**config.mk**
```make
export PLATFORM = sky130hd
export DESIGN_NAME = lut_config_loader
export DESIGN_NICKNAME = d
export VERILOG_FILES = /design/src/rtl/lut_cfg_pkg.sv /design/src/rtl/lut_config_loader.sv
export SDC_FILE = /design/constraint.sdc
export NUM_CORES = 1
export LEC_CHECK = 0
export ABC_CLOCK_PERIOD_IN_PS = 1400
export CAP_MARGIN = 20
export CORE_MARGIN = 5
export CORE_UTILIZATION = 47
export CTS_CLUSTER_SIZE = 10
export DETAILED_ROUTE_END_ITERATION = 8
export PLACE_DENSITY = 0.76
export SLEW_MARGIN = 5
export SYNTH_ARGS = -nofsm -noshare
export SYNTH_HDL_FRONTEND = slang
export SYNTH_SLANG_ARGS = --single-unit
```
**constraint.sdc**
```tcl
create_clock -name clk -period 1.4 [get_ports clk]
set_input_delay 0.21 -clock clk [delete_from_list [all_inputs] [get_ports clk]]
set_output_delay 0.21 -clock clk [all_outputs]
set_load 0.02 [all_outputs]
```
**src/rtl/lut_cfg_pkg.sv**
```systemverilog
// lut_cfg_pkg
//   Shared types and sizing helpers for the LUT configuration loader.
//   - lut_cfg_state_e : loader FSM states
//   - nchunk()        : config words per truth-table frame
//   - cnt_w()         : word-counter width (never below 1 bit)
package lut_cfg_pkg;

   typedef enum logic [1:0] {
      IDLE   = 2'd0,
      SHIFT  = 2'd1,
      COMMIT = 2'd2
   } lut_cfg_state_e;

   function automatic int nchunk(input int width, input int chunk);
      return (chunk > 0) ? (width / chunk) : 1;
   endfunction

   function automatic int cnt_w(input int n);
      return (n <= 1) ? 1 : $clog2(n);
   endfunction

endpackage

```
**src/rtl/lut_config_loader.sv**
```systemverilog
// lut_config_loader
//   Streams a LUT truth table in CHUNK-bit words (LSB word first) into a
//   shadow register and commits it to `values` in one step once the frame
//   is complete, so the downstream LUT mux never sees a partial table.
// Ports
//   clk, rst_n        clock, async active-low reset
//   cfg_start         one-cycle request to begin/restart a frame
//   cfg_valid/ready   word handshake; cfg_ready is a pure state decode
//   cfg_data          config word (CHUNK bits)
//   values            committed truth table (WIDTH bits)
//   values_valid      sticky: a table has been committed since reset
//   cfg_done          one-cycle pulse when a new table lands on values
module lut_config_loader
   import lut_cfg_pkg::*;
#(
   parameter int INPUTS = 4,
   parameter int WIDTH  = 1 << INPUTS,
   parameter int CHUNK  = 4
) (
   input  logic             clk,
   input  logic             rst_n,
   input  logic             cfg_start,
   input  logic             cfg_valid,
   output logic             cfg_ready,
   input  logic [CHUNK-1:0] cfg_data,
   output logic [WIDTH-1:0] values,
   output logic             values_valid,
   output logic             cfg_done
);

   localparam int NCH = nchunk(WIDTH, CHUNK);
   localparam int CW  = cnt_w(NCH);

   if (WIDTH != (1 << INPUTS) || CHUNK < 1 || CHUNK > WIDTH || (WIDTH % CHUNK) != 0) begin : g_bad_params
      $fatal(1, "lut_config_loader: illegal INPUTS/WIDTH/CHUNK combination");
   end

   lut_cfg_state_e   state_q;
   logic [CW-1:0]    count_q;
   logic [WIDTH-1:0] shadow_q;
   logic [WIDTH-1:0] values_q;
   logic             values_valid_q;
   logic             cfg_done_q;
   logic             accept;
   logic             last_word;

   assign cfg_ready    = (state_q == SHIFT);
   assign accept       = cfg_ready & cfg_valid;
   assign last_word    = (count_q == CW'(NCH - 1));
   assign values       = values_q;
   assign values_valid = values_valid_q;
   assign cfg_done     = cfg_done_q;

   always_ff @(posedge clk or negedge rst_n) begin
      if (!rst_n) begin
         state_q        <= IDLE;
         count_q        <= '0;
         shadow_q       <= '0;
         values_q       <= '0;
         values_valid_q <= 1'b0;
         cfg_done_q     <= 1'b0;
      end else begin
         cfg_done_q <= 1'b0;
         case (state_q)
            IDLE: begin
               if (cfg_start) begin
                  state_q <= SHIFT;
                  count_q <= '0;
               end
            end
            SHIFT: begin
               if (cfg_start) begin
                  // Restart wins over finishing the frame; a word arriving
                  // with the restart becomes word 0 of the new frame.
                  if (accept) begin
                     shadow_q[0 +: CHUNK] <= cfg_data;
                     count_q <= (NCH > 1) ? CW'(1) : '0;
                  end else begin
                     count_q <= '0;
                  end
               end else if (accept) begin
                  shadow_q[int'(count_q) * CHUNK +: CHUNK] <= cfg_data;
                  if (last_word) begin
                     state_q <= COMMIT;
                     count_q <= '0;
                  end else begin
                     count_q <= count_q + CW'(1);
                  end
               end
            end
            COMMIT: begin
               values_q       <= shadow_q;
               values_valid_q <= 1'b1;
               cfg_done_q     <= 1'b1;
               count_q        <= '0;
               state_q        <= cfg_start ? SHIFT : IDLE;
            end
            default: begin
               state_q <= IDLE;
               count_q <= '0;
            end
         endcase
      end
   end

endmodule

```
==> metrics.txt <==
# TYPE chip_impl_metric gauge
chip_impl_metric{name="period_share",unit="%"} 101
chip_impl_info{name="hold_class",value="in -> async"} 1
chip_impl_metric{name="yosys_register_bits",unit=""} 38
chip_impl_metric{name="sequential_standard_cell_area",unit="µm²"} 952
chip_impl_metric{name="timing.final.ws_setup",unit="ns"} -0.0144
chip_impl_metric{name="cts_h_tree_depth",unit=""} 2
chip_impl_metric{name="postRouteWirelength",unit="µm"} 3140
chip_impl_metric{name="finalNetCount",unit=""} 192
chip_impl_metric{name="syn_area",unit="µm²"} 1660
chip_impl_metric{name="grt_max_degree",unit=""} 39
chip_impl_metric{name="cts_clk_pin_slew_worst_paths",unit="ns"} 0.12
chip_impl_info{name="grt_setup_unrepaired",value="yes"} 1
chip_impl_metric{name="maxSlewHeadroom",unit="%"} 82.6
chip_impl_metric{name="final_layout_size_suffix_gt1_share",unit="%"} 21.2
chip_impl_metric{name="dieWidth",unit="µm"} 69.4
chip_impl_metric{name="floorplan.die.height",unit="µm"} 69.4
chip_impl_metric{name="max-clock-path-buffers",unit=""} 2
chip_impl_info{name="setup.worst_path.class",value="reg -> reg"} 1
chip_impl_metric{name="initial_core_util",unit="%"} 48.9
chip_impl_metric{name="finalSetupViolations",unit=""} 4
chip_impl_metric{name="grt.met1_usage",unit="%"} 16.4
chip_impl_metric{name="timing_max_transition_violations_final",unit=""} 0
chip_impl_metric{name="clock_sink_count",unit=""} 38
chip_impl_metric{name="worstPathMaxFanout",unit=""} 5
chip_impl_metric{name="worstPathRequired",unit="ns"} 1.70
chip_impl_metric{name="cp.arrival",unit="ns"} 1.71
chip_impl_info{name="global_route.peak_usage_layer",value="met2"} 1
chip_impl_metric{name="route.detailed.drc",unit=""} 0
chip_impl_metric{name="number_of_nets_with_antenna_violations_after_detailed_routing",unit=""} 0
chip_impl_metric{name="num_vias",unit=""} 1123
chip_impl_info{name="setup.worst_path.start_class",value="flip-flop"} 1
chip_impl_metric{name="placement.io_buffers",unit=""} 26
chip_impl_metric{name="grt_pass1_wl",unit="µm"} 5350
chip_impl_metric{name="die_area",unit="µm²"} 4820
chip_impl_metric{name="routed_wire_length_per_instance",unit="µm"} 13.9
chip_impl_metric{name="cell_count_after_placement",unit=""} 215
chip_impl_metric{name="vias_per_cell",unit=""} 4.99
chip_impl_metric{name="multi_input_area",unit="µm²"} 692
chip_impl_metric{name="first_global_vias",unit=""} 1130
chip_impl_info{name="cts.root.buffer_cell",value="clkbuf_4"} 1
chip_impl_metric{name="fmax",unit="GHz"} 0.707
chip_impl_metric{name="power.static_leakage",unit="µW"} 0.00123
chip_impl_metric{name="synth_nets",unit=""} 151
chip_impl_metric{name="fillCellCount",unit=""} 278
chip_impl_metric{name="grt_antenna_before_repair",unit=""} 0
chip_impl_metric{name="reg2reg_slack",unit="ns"} -0.01
chip_impl_metric{name="cts.hold.buffers_added",unit=""} 0
chip_impl_metric{name="max_cap_violations",unit=""} 0
chip_impl_metric{name="global_route.usage.met3",unit="%"} 4.35
chip_impl_metric{name="grt_remaining_overflow",unit=""} 0
chip_impl_metric{name="fp.coreArea",unit="µm²"} 3390
chip_impl_metric{name="fraction_of_the_core_area_covered_by_cells_at_the_end_of_the_flow",unit="%"} 64.5
chip_impl_metric{name="timing.final.hold_violations",unit=""} 0
chip_impl_metric{name="detailedRoute.firstPassIterationCount",unit=""} 4
chip_impl_metric{name="synth_cells",unit=""} 137
chip_impl_metric{name="cts-buffers-inserted",unit=""} 5
chip_impl_metric{name="worstSkewPairLatency",unit="ns"} 0.35
chip_impl_metric{name="finalClockSkew",unit="ns"} 0.00778
chip_impl_info{name="tritoncts",value="yes"} 1
chip_impl_metric{name="floorplan.io_pins",unit=""} 27
chip_impl_metric{name="p_per_area",unit="nW/µm²"} 1260
chip_impl_metric{name="postSynthAreaPerCell",unit="µm²"} 12.1
chip_impl_metric{name="worst_max_slew_pin_slew",unit="ns"} 0.260
chip_impl_info{name="critical_path.endpoint_type",value="flip-flop"} 1
chip_impl_metric{name="num_antenna_cells",unit=""} 0
chip_impl_metric{name="synth.yosys.warnings",unit=""} 0
chip_impl_info{name="failed_checks",value="negative setup slack"} 1
chip_impl_metric{name="dr.first_iter.drc_count",unit=""} 34
chip_impl_metric{name="timing.hold.ws",unit="ns"} 0.217
chip_impl_metric{name="use_met2",unit="%"} 23.2
chip_impl_metric{name="dp_hpwl",unit="µm"} 2290
chip_impl_metric{name="synth.yosys.seq_area_share",unit="%"} 57.3
chip_impl_metric{name="post_layout_nonfiller_instances",unit=""} 225
chip_impl_metric{name="yosysUniqueCellTypes",unit=""} 31
chip_impl_metric{name="ir_worst_vdd",unit="mV"} 0.675
chip_impl_metric{name="std_cell_rows",unit=""} 21
chip_impl_metric{name="areaGrowthSynthToFinish",unit="%"} 31.7
chip_impl_metric{name="post-route-min-period",unit="ns"} 1.41
chip_impl_metric{name="grtUsageTotal",unit="%"} 14.2
chip_impl_metric{name="gp_congestion",unit=""} 0.818
chip_impl_info{name="status",value="finished with violations"} 1
[power by group]
part           leakage, µW  switching (µW)  internal (µW)
sequential        0.000512            53.8           1230
clock            0.0000554             377            558
combinational     0.000661             291            245
[flip-flops by register name, indices dropped and copies added, names as in the netlist]
signal	count
cfg_done	1
state_q	2
values	16
shadow_q	16
values_valid	1
count_q	2
[Yosys cell counts]
master	instances	area [µm²]
a21o_1	6	45.0
a21oi_1	3	15.0
a31oi_1	1	6.26
and2_2	1	7.51
and3b_1	1	8.76
and4_1	6	52.6
buf_2	2	10.0
buf_4	1	7.51
buf_6	1	11.3
clkbuf_1	1	3.75
dfrtp_1	38	951
ha_1	6	75.1
inv_1	9	33.8
mux2_1	6	67.6
mux2_2	4	45.0
mux2i_1	7	70.1
nand2_1	15	56.3
nand2_2	1	6.26
nand2_4	2	22.5
nand2b_1	2	12.5
nand3_1	4	20.0
nand3b_1	1	7.51
nor2_1	2	7.51
nor2b_1	1	6.26
nor3_1	1	5.00
nor3b_1	2	15.0
nor4bb_1	1	10.0
o21a_1	1	7.51
o21ai_0	6	30.0
o21bai_1	1	7.51
o2bb2ai_1	4	35.0
[path summary, 6_finish.rpt]
check	start	end	cells after the start
setup / recovery	state_q[1]$_DFFE_PN0P_	shadow_q[13]$_DFFE_PN0P_	5
hold / removal	rst_n	shadow_q[11]$_DFFE_PN0P_	2
setup reg to reg	state_q[1]$_DFFE_PN0P_	shadow_q[13]$_DFFE_PN0P_	5
hold reg to reg	values_valid$_DFFE_PN0N_	values_valid$_DFFE_PN0N_	1
max in group asynchronous	rst_n	count_q[0]$_DFFE_PN0P_	2
min in group clk	values_valid$_DFFE_PN0N_	values_valid$_DFFE_PN0N_	1
[metal layers]
layer / share of wire [%] / wire (µm)
met5: 0 / 0
met4: 2.7 / 85
met3: 4.9 / 154
met2: 50 / 1580
met1: 42 / 1310
[cells in the final DEF, fill, tap and decap left out, drive strengths merged]
| cell type | synthesis | layout |
|---|---|---|
| dlygate4sd2 | 0 | 18 |
| a31oi | 1 | 1 |
| and4 | 6 | 6 |
| mux2i | 7 | 7 |
| o21ai | 6 | 6 |
| a21oi | 3 | 3 |
| nand3b | 1 | 1 |
| nor2 | 2 | 2 |
| inv | 9 | 9 |
| nor3b | 2 | 2 |
| nand3 | 4 | 4 |
| mux2 | 10 | 10 |
| a21o | 6 | 6 |
| and3b | 1 | 1 |
| o21a | 1 | 1 |
| nand2 | 18 | 18 |
| nor2b | 1 | 1 |
| clkdlybuf4s50 | 0 | 7 |
| clkbuf | 1 | 5 |
| clkinv | 0 | 1 |
| o21bai | 1 | 1 |
| ha | 6 | 6 |
| bufinv | 0 | 2 |
| and2 | 1 | 1 |
| dfrtp | 38 | 38 |
| nor4bb | 1 | 1 |
| buf | 4 | 14 |
| o2bb2ai | 4 | 4 |
| nand2b | 2 | 2 |
| nor3 | 1 | 1 |
[stage by stage]
step	instance area (µm²)	total power (µW)	setup WS, ns	TNS (ns)
global route	2190	2900	-0.112	-1.09
floorplan	1680	1620	0.0345	0
global placement	2060	1810	-0.147	-1.49
finish	2190	2750	-0.0144	-0.0227
detailed placement	2060	1840	-0.240	-2.57
CTS	2170	2770	-0.00356	-0.00356
[repair_timing]
| item | CTS | global route |
|---|---|---|
| setup endpoints to repair | 26 | 15 |
| pin swaps | 0 | 3 |
| buffers inserted | 0 | 1 |
| cloned | 1 | 0 |
| gates resized for setup | 26 | 3 |
[area by class of cell]
class	instances	area share, %
multi-input combinational	85	31.7
timing repair buffer	39	15.7
tap	46	2.63
clock inverter	3	3.15
inverter	9	1.55
clock buffer	5	1.72
sequential	38	43.6
[logic make-up (layout without fill, tap and decap cells)]
family                     count (synthesis)  after routing  share of synthesized area [%]
and+or+nand+nor                           40             40                           14.3
adders and majority gates                  6              6                           4.52
DFF                                       38             38                           57.3
AOI/OAI and AO/OA                         22             22                           8.82
muxes                                     17             17                           11.0
buffers and inverters                     14             56                           4.00
[worst max-delay path, cell delays in order, from the launching register on]
cell	delay [ns]
dfrtp_1	0.41
buf_6	0.13
nor4bb_4	0.31
buf_4	0.21
and4_1	0.21
a21o_1	0.09
Note: power is estimated with default switching activity, not from simulation.
==> patch 1: new RTL, same flow settings <==
Re-encode `lut_cfg_state_e` (3 states) as one-hot, 3 bits wide.
--- a/src/rtl/lut_cfg_pkg.sv
+++ b/src/rtl/lut_cfg_pkg.sv
@@ -5,10 +5,10 @@
 //   - cnt_w()         : word-counter width (never below 1 bit)
 package lut_cfg_pkg;
 
-   typedef enum logic [1:0] {
-      IDLE   = 2'd0,
-      SHIFT  = 2'd1,
-      COMMIT = 2'd2
+   typedef enum logic [2:0] {
+      IDLE   = 3'b001,
+      SHIFT  = 3'b010,
+      COMMIT = 3'b100
    } lut_cfg_state_e;
 
    function automatic int nchunk(input int width, input int chunk);
Formal check against the unedited RTL: no difference found for any inputs over 10 cycles, from zero or initial values and one cycle with rst_n low; not proved beyond that.
==> patch 1 against the original RTL <==
The flow still finishes with violations (negative setup slack). Sequential share of layout area decreased by 2.6 points. Setup slack improved by 0.014 ns. Clock power increased by 2.9%. Sequential power increased by 5%. Design area increased by 9.3%. Area after synthesis increased by 10%. Sequential cell count increased by 1. Clock skew decreased by 0.00074 ns. Power increased by 6.3%. Count of clock-buffer cells in the layout increased by 1. Die area increased by 8.6%. Wire length increased by 7.0%. Critical path type unchanged. Critical endpoint is now shadow_q[3].
==> patch 1: results (changes against the original RTL) <==
<table>
<tr><th>Metric</th><th>Value</th></tr>
<tr><th colspan="2">Outcome</th></tr>
<tr><td>Status</td><td>finished, violations left</td></tr>
<tr><td>Failing checks</td><td>negative setup slack</td></tr>
<tr><th colspan="2">Timing</th></tr>
<tr><td>Final number of setup-violating endpoints</td><td>1 (-3)</td></tr>
<tr><td>Setup clock skew after layout</td><td>0.00704 ns (-0.000739 ns)</td></tr>
<tr><td>Post-layout worst setup margin</td><td>-0.000412 ns (+0.0140 ns)</td></tr>
<tr><th colspan="2">Detailed routing</th></tr>
<tr><td>Vias per std cell</td><td>5.03 (+0.68%)</td></tr>
<tr><td>Detailed router's first-iteration violation count</td><td>31 (-8.8%)</td></tr>
<tr><td>Via Count</td><td>1,196 (+6.5%)</td></tr>
<tr><td>Met1 Wirelength</td><td>1520 um (+16%)</td></tr>
<tr><td>Met2 Wirelength</td><td>1580 um (about the same)</td></tr>
<tr><th colspan="2">Global route</th></tr>
<tr><td>Maximum number of pins on one net before global-route repair</td><td>20 (-49%)</td></tr>
<tr><th colspan="2">Setup path</th></tr>
<tr><td>Startpoint of the lowest-slack register-to-register path</td><td>state_q[0]</td></tr>
<tr><td>Worst path slowest cell</td><td>sky130_fd_sc_hd__dfstp_2</td></tr>
<tr><td>Arrival time at the worst endpoint</td><td>1.57 ns (-0.14 ns)</td></tr>
<tr><td>Maximum fanout along the worst path</td><td>8 (+3)</td></tr>
<tr><th colspan="2">Synthesis</th></tr>
<tr><td>Proportion of synthesized area in mux cells</td><td>0.181 (+0.0707)</td></tr>
<tr><td>Sequential cell area fraction in the yosys report</td><td>0.535 (-0.0382)</td></tr>
<tr><td>Cell types with the highest counts after synthesis</td><td>sky130_fd_sc_hd__dfrtp_1, sky130_fd_sc_hd__inv_1, sky130_fd_sc_hd__nand2_1</td></tr>
<tr><td>Compound-cell area share of the yosys netlist</td><td>0.0411 (-0.0471)</td></tr>
<tr><td>Top cells by area in the synthesized netlist</td><td>sky130_fd_sc_hd__dfrtp_1, sky130_fd_sc_hd__mux2i_1, sky130_fd_sc_hd__mux2_4</td></tr>
<tr><th colspan="2">Pwr</th></tr>
<tr><td>Leakage Power</td><td>1.27 nW (+3.5%)</td></tr>
<tr><th colspan="2">Placement</th></tr>
<tr><td>Place WS</td><td>-0.169 ns (+0.0704 ns)</td></tr>
<tr><td>Cell area after placement</td><td>2220 um2 (+7.8%)</td></tr>
<tr><th colspan="2">CTS</th></tr>
<tr><td>Skew-Pair Late Insertion Delay</td><td>0.29 ns (-0.06 ns)</td></tr>
<tr><td>CTS clk-pin slew, worst paths</td><td>0.08 ns (-0.04 ns)</td></tr>
</table>
-- patch 1: worst reg2reg max path, delay by kind of cell (launching register included) --
family	cells	cell delay, ns
flip-flops	1	0.54
AND/OR/NAND/NOR	2	0.41
buffers and inverters	2	0.26
AO/OA/AOI/OAI	1	0.08
-- patch 1: worst max path at each step --
stage                from     endpoint  slack (ns)  cells past startpoint
5_1_grt        state_q[0]    values[0]       -0.06                      4
3_3_place_gp    cfg_valid  shadow_q[1]       -0.05                      5
2_1_floorplan  count_q[0]  shadow_q[0]        0.02                      5
6_report       state_q[0]  shadow_q[3]     -0.0004                      5
3_5_place_dp    cfg_valid  shadow_q[3]       -0.17                      5
4_1_cts        state_q[0]    values[7]      -0.006                      4
-- patch 1: area by class of cell --
type,instances,area (um2)
fillers,296,1330
clock inverters,2,35.0
clock buffers,6,82.6
multi-input cells,86,803
well taps,48,60.1
repair buffers,42,374
inverters,15,56.3
flip-flops and latches,39,978
==> patch 2: new RTL, config.mk and constraints unchanged <==
Without the edit above. The parameter `INPUTS` goes from 4 to 3.
--- a/src/rtl/lut_config_loader.sv
+++ b/src/rtl/lut_config_loader.sv
@@ -13,7 +13,7 @@
 module lut_config_loader
    import lut_cfg_pkg::*;
 #(
-   parameter int INPUTS = 4,
+   parameter int INPUTS = 3,
    parameter int WIDTH  = 1 << INPUTS,
    parameter int CHUNK  = 4
 ) (
Interface: changed (resized values); port bits go from 27 to 19. No check against the original RTL was run, so the function may have changed too.
==> patch 2 against the original RTL <==
Highest routed layer unchanged. Power shrank 25%. Sequential cell count fell by 17. Design area decreased by 50%. Sequential power is 23% lower. Setup slack improved by 0.11 ns. Wire length shrank 55%. Largest power group unchanged. Area after synthesis down 49%.
==> patch 2: results (changes against the original RTL) <==
<table>
<tr><th>Metric</th><th>Value</th></tr>
<tr><th colspan="2">Setup path</th></tr>
<tr><td>Number of cell instances on the worst register-to-register path</td><td>4 (-1)</td></tr>
<tr><td>Crit-path leading delay family</td><td>flip-flops</td></tr>
<tr><td>Largest stage delay, worst path</td><td>0.39 ns (-0.02 ns)</td></tr>
<tr><td>Arrival time at the worst endpoint</td><td>1.50 ns (-0.21 ns)</td></tr>
<tr><td>Maximum fanout along the worst path</td><td>10 (+5)</td></tr>
<tr><td>Crit Reg-Reg Endpoint</td><td>values[0]</td></tr>
<tr><td>Register-to-Register Setup Slack</td><td>0.1 ns (+0.11 ns)</td></tr>
<tr><th colspan="2">Detailed routing</th></tr>
<tr><td>Detailed-router iteration count before antenna repair</td><td>2 (-2)</td></tr>
<tr><th colspan="2">CTS</th></tr>
<tr><td>H-tree depth reported by CTS</td><td>1 (-1)</td></tr>
<tr><td>Skew-Pair Late Insertion Delay</td><td>0.30 ns (-0.05 ns)</td></tr>
<tr><td>Total clock buffers created by CTS</td><td>3 (-2)</td></tr>
<tr><th colspan="2">Synthesis</th></tr>
<tr><td>Cell types with the highest counts after synthesis</td><td>sky130_fd_sc_hd__dfrtp_1, sky130_fd_sc_hd__mux2_2, sky130_fd_sc_hd__mux2_4</td></tr>
<tr><td>Synth unique cells</td><td>14 (-55%)</td></tr>
<tr><td>Mapped Nets</td><td>60 (-60%)</td></tr>
<tr><td>Sequential cell area fraction in the yosys report</td><td>0.618 (+0.0445)</td></tr>
<tr><td>Top cells by area in the synthesized netlist</td><td>sky130_fd_sc_hd__dfrtp_1, sky130_fd_sc_hd__mux2_4, sky130_fd_sc_hd__mux2_2</td></tr>
<tr><th colspan="2">Outcome</th></tr>
<tr><td>Status</td><td>completed</td></tr>
<tr><th colspan="2">Final layout</th></tr>
<tr><td>Net count, final</td><td>87 (-55%)</td></tr>
<tr><th colspan="2">Placement</th></tr>
<tr><td>Placed wire-length estimate</td><td>1030 um (-55%)</td></tr>
<tr><td>Count of buffers inserted at the top-level ports</td><td>18 (-31%)</td></tr>
<tr><td>Place WS</td><td>-0.186 ns (+0.0532 ns)</td></tr>
<tr><th colspan="2">Pwr</th></tr>
<tr><td>Relative contribution of combinational cells to total power</td><td>0.387 (+0.192)</td></tr>
<tr><th colspan="2">Timing</th></tr>
<tr><td>Setup clock skew after layout</td><td>0.00261 ns (-0.00517 ns)</td></tr>
<tr><th colspan="2">Global route</th></tr>
<tr><td>Number of global-route vias before repair</td><td>561 (-50%)</td></tr>
<tr><td>Maximum number of pins on one net before global-route repair</td><td>22 (-44%)</td></tr>
</table>
==> patch 2: cell count changes after synthesis, sizes merged, moves of 7 or more <==
cell / before / now
mux2i: 7 / 0
inv: 9 / 1
dfrtp: 38 / 21
nand2: 18 / 2
==> patch 2: through the flow <==
| step | setup TNS, ns | cells | area [um2] | hold WS, ns |
|---|---|---|---|---|
| 6_report | 0 | 103 | 1100 | 0.237 |
| 5_1_grt | 0 | 103 | 1100 | 0.226 |
| 2_1_floorplan | 0 | 52 | 851 | -0.0856 |
| 3_5_place_dp | -1.22 | 99 | 1090 | 0.460 |
| 3_3_place_gp | -1.07 | 99 | 1090 | 0.449 |
| 4_1_cts | 0 | 103 | 1100 | 0.237 |
==> patch 2: cell families after synthesis <==
kind of cell	after synthesis	synth area share
flops	21	0.618
mux	16	0.247
compound gates	2	0.0118
simple gates	10	0.0956
xor+xnor	1	0.0103
buf+inv	2	0.0176
==> patch 2: metal layers <==
layer | wire length, um | global-route usage
met5 | 0 | 0
met4 | 45 | 0.0894
met3 | 63 | 0.0256
met2 | 682 | 0.215
met1 | 635 | 0.162
==> patch 2: area by class of cell <==
| class | instances | area (um2) |
|---|---|---|
| Fill cell | 148 | 629 |
| Multi-Input combinational cell | 29 | 310 |
| Tap cell | 25 | 31.3 |
| Timing Repair Buffer | 23 | 200 |
| Sequential cell | 21 | 526 |
| Inverter | 1 | 3.75 |
| Clock buffer | 4 | 26.3 |
==> patch 2: worst register-to-register path, delay by kind of cell (launching register included) <==
kind                   cells  cell delay (ns)
muxes                      1             0.31
DFF                        1             0.39
buffers and inverters      2             0.36
and+or+nand+nor            1             0.14
==> patch 2: repair_timing <==
action                     4_1_cts  5_1_grt
cloned                           0        0
resized for setup               12        1
setup endpoints to repair       11        1
